`src/rtl/gate_exhaustive_tester.sv`:
```
// gate_exhaustive_tester: exhaustive stimulus/checker for a single N_IN-input cell
// Ports: clk, rst (async active-high), start_i (begin run in IDLE/DONE),
//        dut_in_o (drive to cell), dut_out_i (cell output, async to clk),
//        busy_o, done_o, pass_o, fail_vec_o (first failing vector), fail_count_o.
module gate_exhaustive_tester #(
    parameter int N_IN          = 2,
    parameter int SETTLE_CYCLES = 3,
    parameter     TRUTH         = 4'b0111
) (
    input  logic            clk,
    input  logic            rst,
    input  logic            start_i,
    output logic [N_IN-1:0] dut_in_o,
    input  logic            dut_out_i,
    output logic            busy_o,
    output logic            done_o,
    output logic            pass_o,
    output logic [N_IN-1:0] fail_vec_o,
    output logic [N_IN:0]   fail_count_o
);
    localparam int SW = $clog2(SETTLE_CYCLES + 1);
    localparam int CW = N_IN + 1;

    if (SETTLE_CYCLES < 2 || $bits(TRUTH) != 2**N_IN) begin : g_bad
        $error("gate_exhaustive_tester: SETTLE_CYCLES < 2 or TRUTH width != 2**N_IN");
    end

    typedef enum logic [1:0] {IDLE, SETTLE, SAMPLE, DONE} state_t;

    state_t          state_q;
    logic [N_IN-1:0] vec_q;
    logic [N_IN-1:0] vec_d;
    logic [N_IN-1:0] fail_vec_q;
    logic [CW-1:0]   fail_cnt_q;
    logic [SW-1:0]   settle_q;
    logic            first_q;
    logic            busy_q;
    logic            done_q;
    logic            y1_q;
    logic            y2_q;
    logic            mismatch;
    logic            last_vec;

    // y2_q is the synchronised cell output; nothing else looks at dut_out_i
    always_comb begin
        vec_d    = vec_q + N_IN'(1);
        mismatch = y2_q != TRUTH[vec_q];
        last_vec = vec_q == {N_IN{1'b1}};
    end

    always_ff @(posedge clk or posedge rst) begin
        if (rst) begin
            state_q    <= IDLE;
            vec_q      <= '0;
            fail_vec_q <= '0;
            fail_cnt_q <= '0;
            settle_q   <= '0;
            first_q    <= 1'b0;
            busy_q     <= 1'b0;
            done_q     <= 1'b0;
            y1_q       <= 1'b0;
            y2_q       <= 1'b0;
        end else begin
            y1_q <= dut_out_i;
            y2_q <= y1_q;
            case (state_q)
                IDLE, DONE: begin
                    if (start_i) begin
                        state_q    <= SETTLE;
                        vec_q      <= '0;
                        settle_q   <= SW'(SETTLE_CYCLES);
                        fail_cnt_q <= '0;
                        fail_vec_q <= '0;
                        first_q    <= 1'b0;
                        done_q     <= 1'b0;
                        busy_q     <= 1'b1;
                    end
                end
                SETTLE: begin
                    settle_q <= settle_q - SW'(1);
                    if (settle_q == SW'(1))
                        state_q <= SAMPLE;
                end
                SAMPLE: begin
                    if (mismatch) begin
                        fail_cnt_q <= fail_cnt_q + CW'(1);
                        if (!first_q) begin
                            fail_vec_q <= vec_q;
                            first_q    <= 1'b1;
                        end
                    end
                    if (last_vec) begin
                        state_q <= DONE;
                        done_q  <= 1'b1;
                        busy_q  <= 1'b0;
                    end else begin
                        vec_q    <= vec_d;
                        settle_q <= SW'(SETTLE_CYCLES);
                        state_q  <= SETTLE;
                    end
                end
                default: state_q <= IDLE;
            endcase
        end
    end

    always_comb begin
        dut_in_o     = vec_q;
        busy_o       = busy_q;
        done_o       = done_q;
        fail_vec_o   = fail_vec_q;
        fail_count_o = fail_cnt_q;
        pass_o       = done_q && fail_cnt_q == '0;
    end
endmodule

```
`config.mk`:
```
export PLATFORM = sky130hd
export DESIGN_NAME = gate_exhaustive_tester
export DESIGN_NICKNAME = d
export VERILOG_FILES = /design/src/rtl/gate_exhaustive_tester.sv
export SDC_FILE = /design/constraint.sdc
export NUM_CORES = 1
export LEC_CHECK = 0
export CORE_MARGIN = 1
export CORE_UTILIZATION = 50
export DETAILED_ROUTE_END_ITERATION = 8
export DONT_BUFFER_PORTS = 1
export GPL_TIMING_DRIVEN = 0
export PLACE_DENSITY = 0.79
export SLEW_MARGIN = 40
export SYNTH_ARGS = -nofsm -noshare
export SYNTH_HDL_FRONTEND = slang
export SYNTH_SLANG_ARGS = --single-unit
```
`constraint.sdc`:
```
create_clock -name clk -period 1.65 [get_ports clk]
set_clock_uncertainty 0.05 [all_clocks]
set_input_delay 0.33 -clock clk [delete_from_list [all_inputs] [get_ports clk]]
set_output_delay 0.33 -clock clk [all_outputs]
set_load 0.02 [all_outputs]
```
==> metrics.md <==
| Metric | Value |
|---|---|
| Residual DRC | `0` |
| Upper clock frequency limit | `0.610 GHz` |
| Die X | `between 40 and 50 µm` |
| Hold Path Class | `in2reg` |
| Main flop type after synthesis | `dfrtp_1` |
| Top cells by area, synth | `dfrtp_1, ha_1, nand2_1` |
| 1st-iter DRT viols | `13` |
| Pin count of the biggest net entering global routing | `17` |
| Synth warn | `0` |
| Flop-to-flop setup slack | `roughly 0.04 ns` |
| Antenna Nets Post-Route | `0` |
| Hpwl dp | `between 1000 and 1500 µm` |
| Core ar. | `~1700 µm²` |
| Tmin final | `1.64 ns` |
| Mapped cell area | `around 900 µm²` |
| Clk sink count | `16` |
| Total CTS buffers | `3` |
| EDFF count, synth | `0` |
| Htree depth | `1` |
| Share of cells above drive strength 1 | `25.5%` |
| Largest area contributor in the netlist | `dfrtp_1` |
| Synth Area in Adders | `9.55%` |
| Sequential area share after synthesis | `43.7%` |
| Gr ovfl total | `0` |
| Fill count | `approximately 160` |
| Outcome | `completed` |
| CP Capture Type | `primary output` |
| Final WL | `~1900 µm` |
| Final period util | `99.4%` |
| Crit-path max FO | `6` |
| Crit Path Category | `reg2out` |
| Synth top area share | `about 44%` |
| Final Setup Violations | `0` |
| #FFs+latches synth | `16` |
| CP delay by family, top | `flip-flops` |
| Synth-to-layout area growth | `17.3%` |
| Post-layout nets | `between 100 and 150` |
| Hold slack final | `between 0.02 and 0.03 ns` |
| Share of power burned in registers | `roughly 40%` |
| Vias in the first global route | `670` |
| Logic gate share of total power | `between 40% and 50%` |
| RSZ-0062 raised after global routing | `true` |
| Pint | `0.000807 W` |
| Die Y | `44.8 µm` |
| Pleak | `roughly 0.44 nW` |
| Worst hold stages | `0` |
| Worst Hold Endpoint | `y1_q` |
| Slowest CP cell | `dfrtp_2` |
| Xor and xnor area share after synthesis | `around 3.5%` |
| Avg Cell Area, Syn | `9.76 µm²` |
| Max-slew violations | `0` |
| Max-cap violations | `0` |
| Power per Cell Area | `approximately 1300 nW/µm²` |
| Mux contribution to synthesized area | `3.41%` |
| Synth unique cells | `31` |
| Switching pwr | `slightly below 0.0006 W` |
| GRT Resource Usage Total | `21.4%` |
| Synth Net Count | `105` |
| Largest family of logic cells by synthesized area | `compound AO/OA/AOI/OAI gates` |
| Ys async rst share | `100%` |
| Worst Path Buf+Inv | `1` |
| Max clock buf depth | `2` |
| CTS tree | `yes` |
| Sw Ratio | `between 40% and 50%` |
| Post-CTS setup buffer count | `0` |
| Initial antenna violation count | `0` |
| Ant diodes | `0` |
| Worst-path cell chain | `inv_2 > ha_4 > nand2_4 > nor2_4` |
| Req. time, crit path | `roughly 1.3 ns` |
| Worst Reg-to-Reg Cells | `5` |
| Slew @ Worst Pin | `just over 0.6 ns` |
| Critical path's largest stage delay | `approximately 0.5 ns` |
| Compound-Gate Fraction of Synth Area | `roughly 18%` |
| DR WL/cell | `approximately 15 µm` |
| Placer Congestion | `roughly 0.81` |
| Final hold viol count | `0` |
| Cell count after synthesis | `94` |
| FF-to-FF Start | `state_q[0]` |
| Worst r2r dst | `fail_count_o[2]` |
| Starting Density | `between 50% and 60%` |
| Port bufs | `0` |
| Rows | `15` |
| Max transition margin | `roughly three fifths` |
| Vias | `around 700` |
| First-pass GRT wire length | `between 3000 and 4000 µm` |
| Clk_lat worst skew | `about 0.28 ns` |
| Simple-gate share of the synthesized area | `~15%` |
| 1st-pass router iterations | `4` |
| Die area | `around 2000 µm²` |
| Root Buffer | `clkbuf_4` |
| Clock network power share | `14.0%` |
| Critical Path AT | `~1.3 ns` |
| CP Launch Type | `flop` |
| Peak supply drop | `between 0.0008 and 0.0009 V` |
| Num ports | `14` |
| Total power | `between 0.001 and 0.0015 W` |
| Hold path start | `dut_out_i` |
| Clock-pin slew on the worst setup and hold paths | `approximately 0.09 ns` |
| Via-per-instance ratio | `~5.7` |
## worst reg2reg max path, cell delays in order, from the launching register on
cell and delay (ns):
dfrtp_1 0.41, inv_2 0.09, ha_4 0.22, and2b_4 0.20
or4_4 0.42, o211ai_2 0.15
## power groups by stage
stage	combinational, W	clock (W)	sequential, W
6_report	0.000647	0.000195	0.000555
5_1_grt	0.000733	0.000219	0.000563
4_1_cts	0.000615	0.000201	0.000549
3_5_place_dp	0.000575	0	0.000548
3_3_place_gp	0.000551	0	0.000542
2_1_floorplan	0.000451	0	0.000532
## synthesized netlist by cell type (all sizes together), types with 2 or more instances
| cell | number |
|---|---|
| a21oi | 4 |
| buf | 4 |
| dfrtp | 16 |
| ha | 7 |
| inv | 10 |
| mux2i | 2 |
| nand2 | 12 |
| nand3 | 6 |
| nor2 | 3 |
| o211ai | 5 |
| o21ai | 8 |
| o311ai | 2 |
## cells by family after synthesis
kind of cell               count (synthesis)
and+or+nand+nor                           28
adders and majority gates                  7
DFF                                       16
xor gates and xnor gates                   2
AOI/OAI and AO/OA                         24
muxes                                      3
buffers and inverters                     14
## metrics by stage
stage / std cells / utilization, % / instance area (µm²) / setup WS (ns) / setup TNS [ns]
after floorplan: 94 / - / 917 / 0.0162 / 0
after global placement: 119 / 54.9 / 948 / -0.112 / -0.112
after detailed placement: 119 / 54.9 / 948 / -0.161 / -0.343
after CTS: 123 / 59.3 / 1020 / 0.00815 / 0
after global routing: 123 / 62.3 / 1080 / -0.0376 / -0.0376
final: 123 / 62.3 / 1080 / 0.00970 / 0
## timing repair
| action | 4_1_cts | 5_1_grt |
|---|---|---|
| gates resized for setup | 10 | 12 |
| pin swaps | 1 | 3 |
| setup endpoints to repair | 7 | 8 |
| endpoints found under the hold margin | 16 | 0 |
| hold buffers | 1 | 0 |
## final cells by class
| type | instances | area [µm²] | share of cell area [%] |
|---|---|---|---|
| well taps | 25 | 31.3 | 2.91 |
| repair buffers | 1 | 10.0 | 0.930 |
| flip-flops and latches | 16 | 405 | 37.7 |
| clock buffers | 3 | 22.5 | 2.09 |
| plain buffers | 4 | 37.5 | 3.49 |
| multi-input cells | 64 | 532 | 49.4 |
| inverters | 10 | 37.5 | 3.49 |
## registers in the layout (all words and copies together) (netlist names)
signal / flops
fail_count_o: 3
dut_in_o: 2
fail_vec_o: 2
settle_q: 2
state_q: 2
busy_o: 1
done_o: 1
first_q: 1
y1_q: 1
y2_q: 1
## placed cells by master, fill, tap and decap left out, types with 2 or more instances in the layout
| cell | n |
|---|---|
| a21oi_1 | 4 |
| buf_2 | 2 |
| clkbuf_4 | 4 |
| dfrtp_1 | 12 |
| dfrtp_2 | 4 |
| ha_1 | 4 |
| ha_4 | 3 |
| inv_1 | 6 |
| inv_2 | 4 |
| mux2i_1 | 2 |
| nand2_1 | 11 |
| nand3_1 | 6 |
| nor2_1 | 2 |
| o211ai_1 | 4 |
| o21ai_0 | 4 |
| o21ai_1 | 4 |
| o311ai_1 | 2 |
## per-layer routing
metal / up-vias / track usage, % / part of all wire (%) / wire length [µm]
met1: 332 / 28.2 / 43 / 821
met5: - / 0 / 0 / 0
met3: 2 / 7.60 / 5.5 / 104
met2: 23 / 34.4 / 51 / 965
li1: 341 / - / - / -
met4: 0 / 4.24 / 0.73 / 14
## worst max-delay path by stage
stage	end	slack [ns]	startpoint	depth (start not counted)
final	pass_o	0.01	fail_count_o[0]	4
after global routing	pass_o	-0.04	fail_count_o[1]	4
after CTS	fail_count_o[1]	0.008	dut_in_o[0]	5
after detailed placement	fail_count_o[1]	-0.16	dut_in_o[0]	5
after global placement	fail_count_o[1]	-0.11	dut_in_o[0]	5
after floorplan	fail_count_o[1]	0.02	dut_in_o[0]	5
No activity file was read; power rests on OpenSTA's default activity.
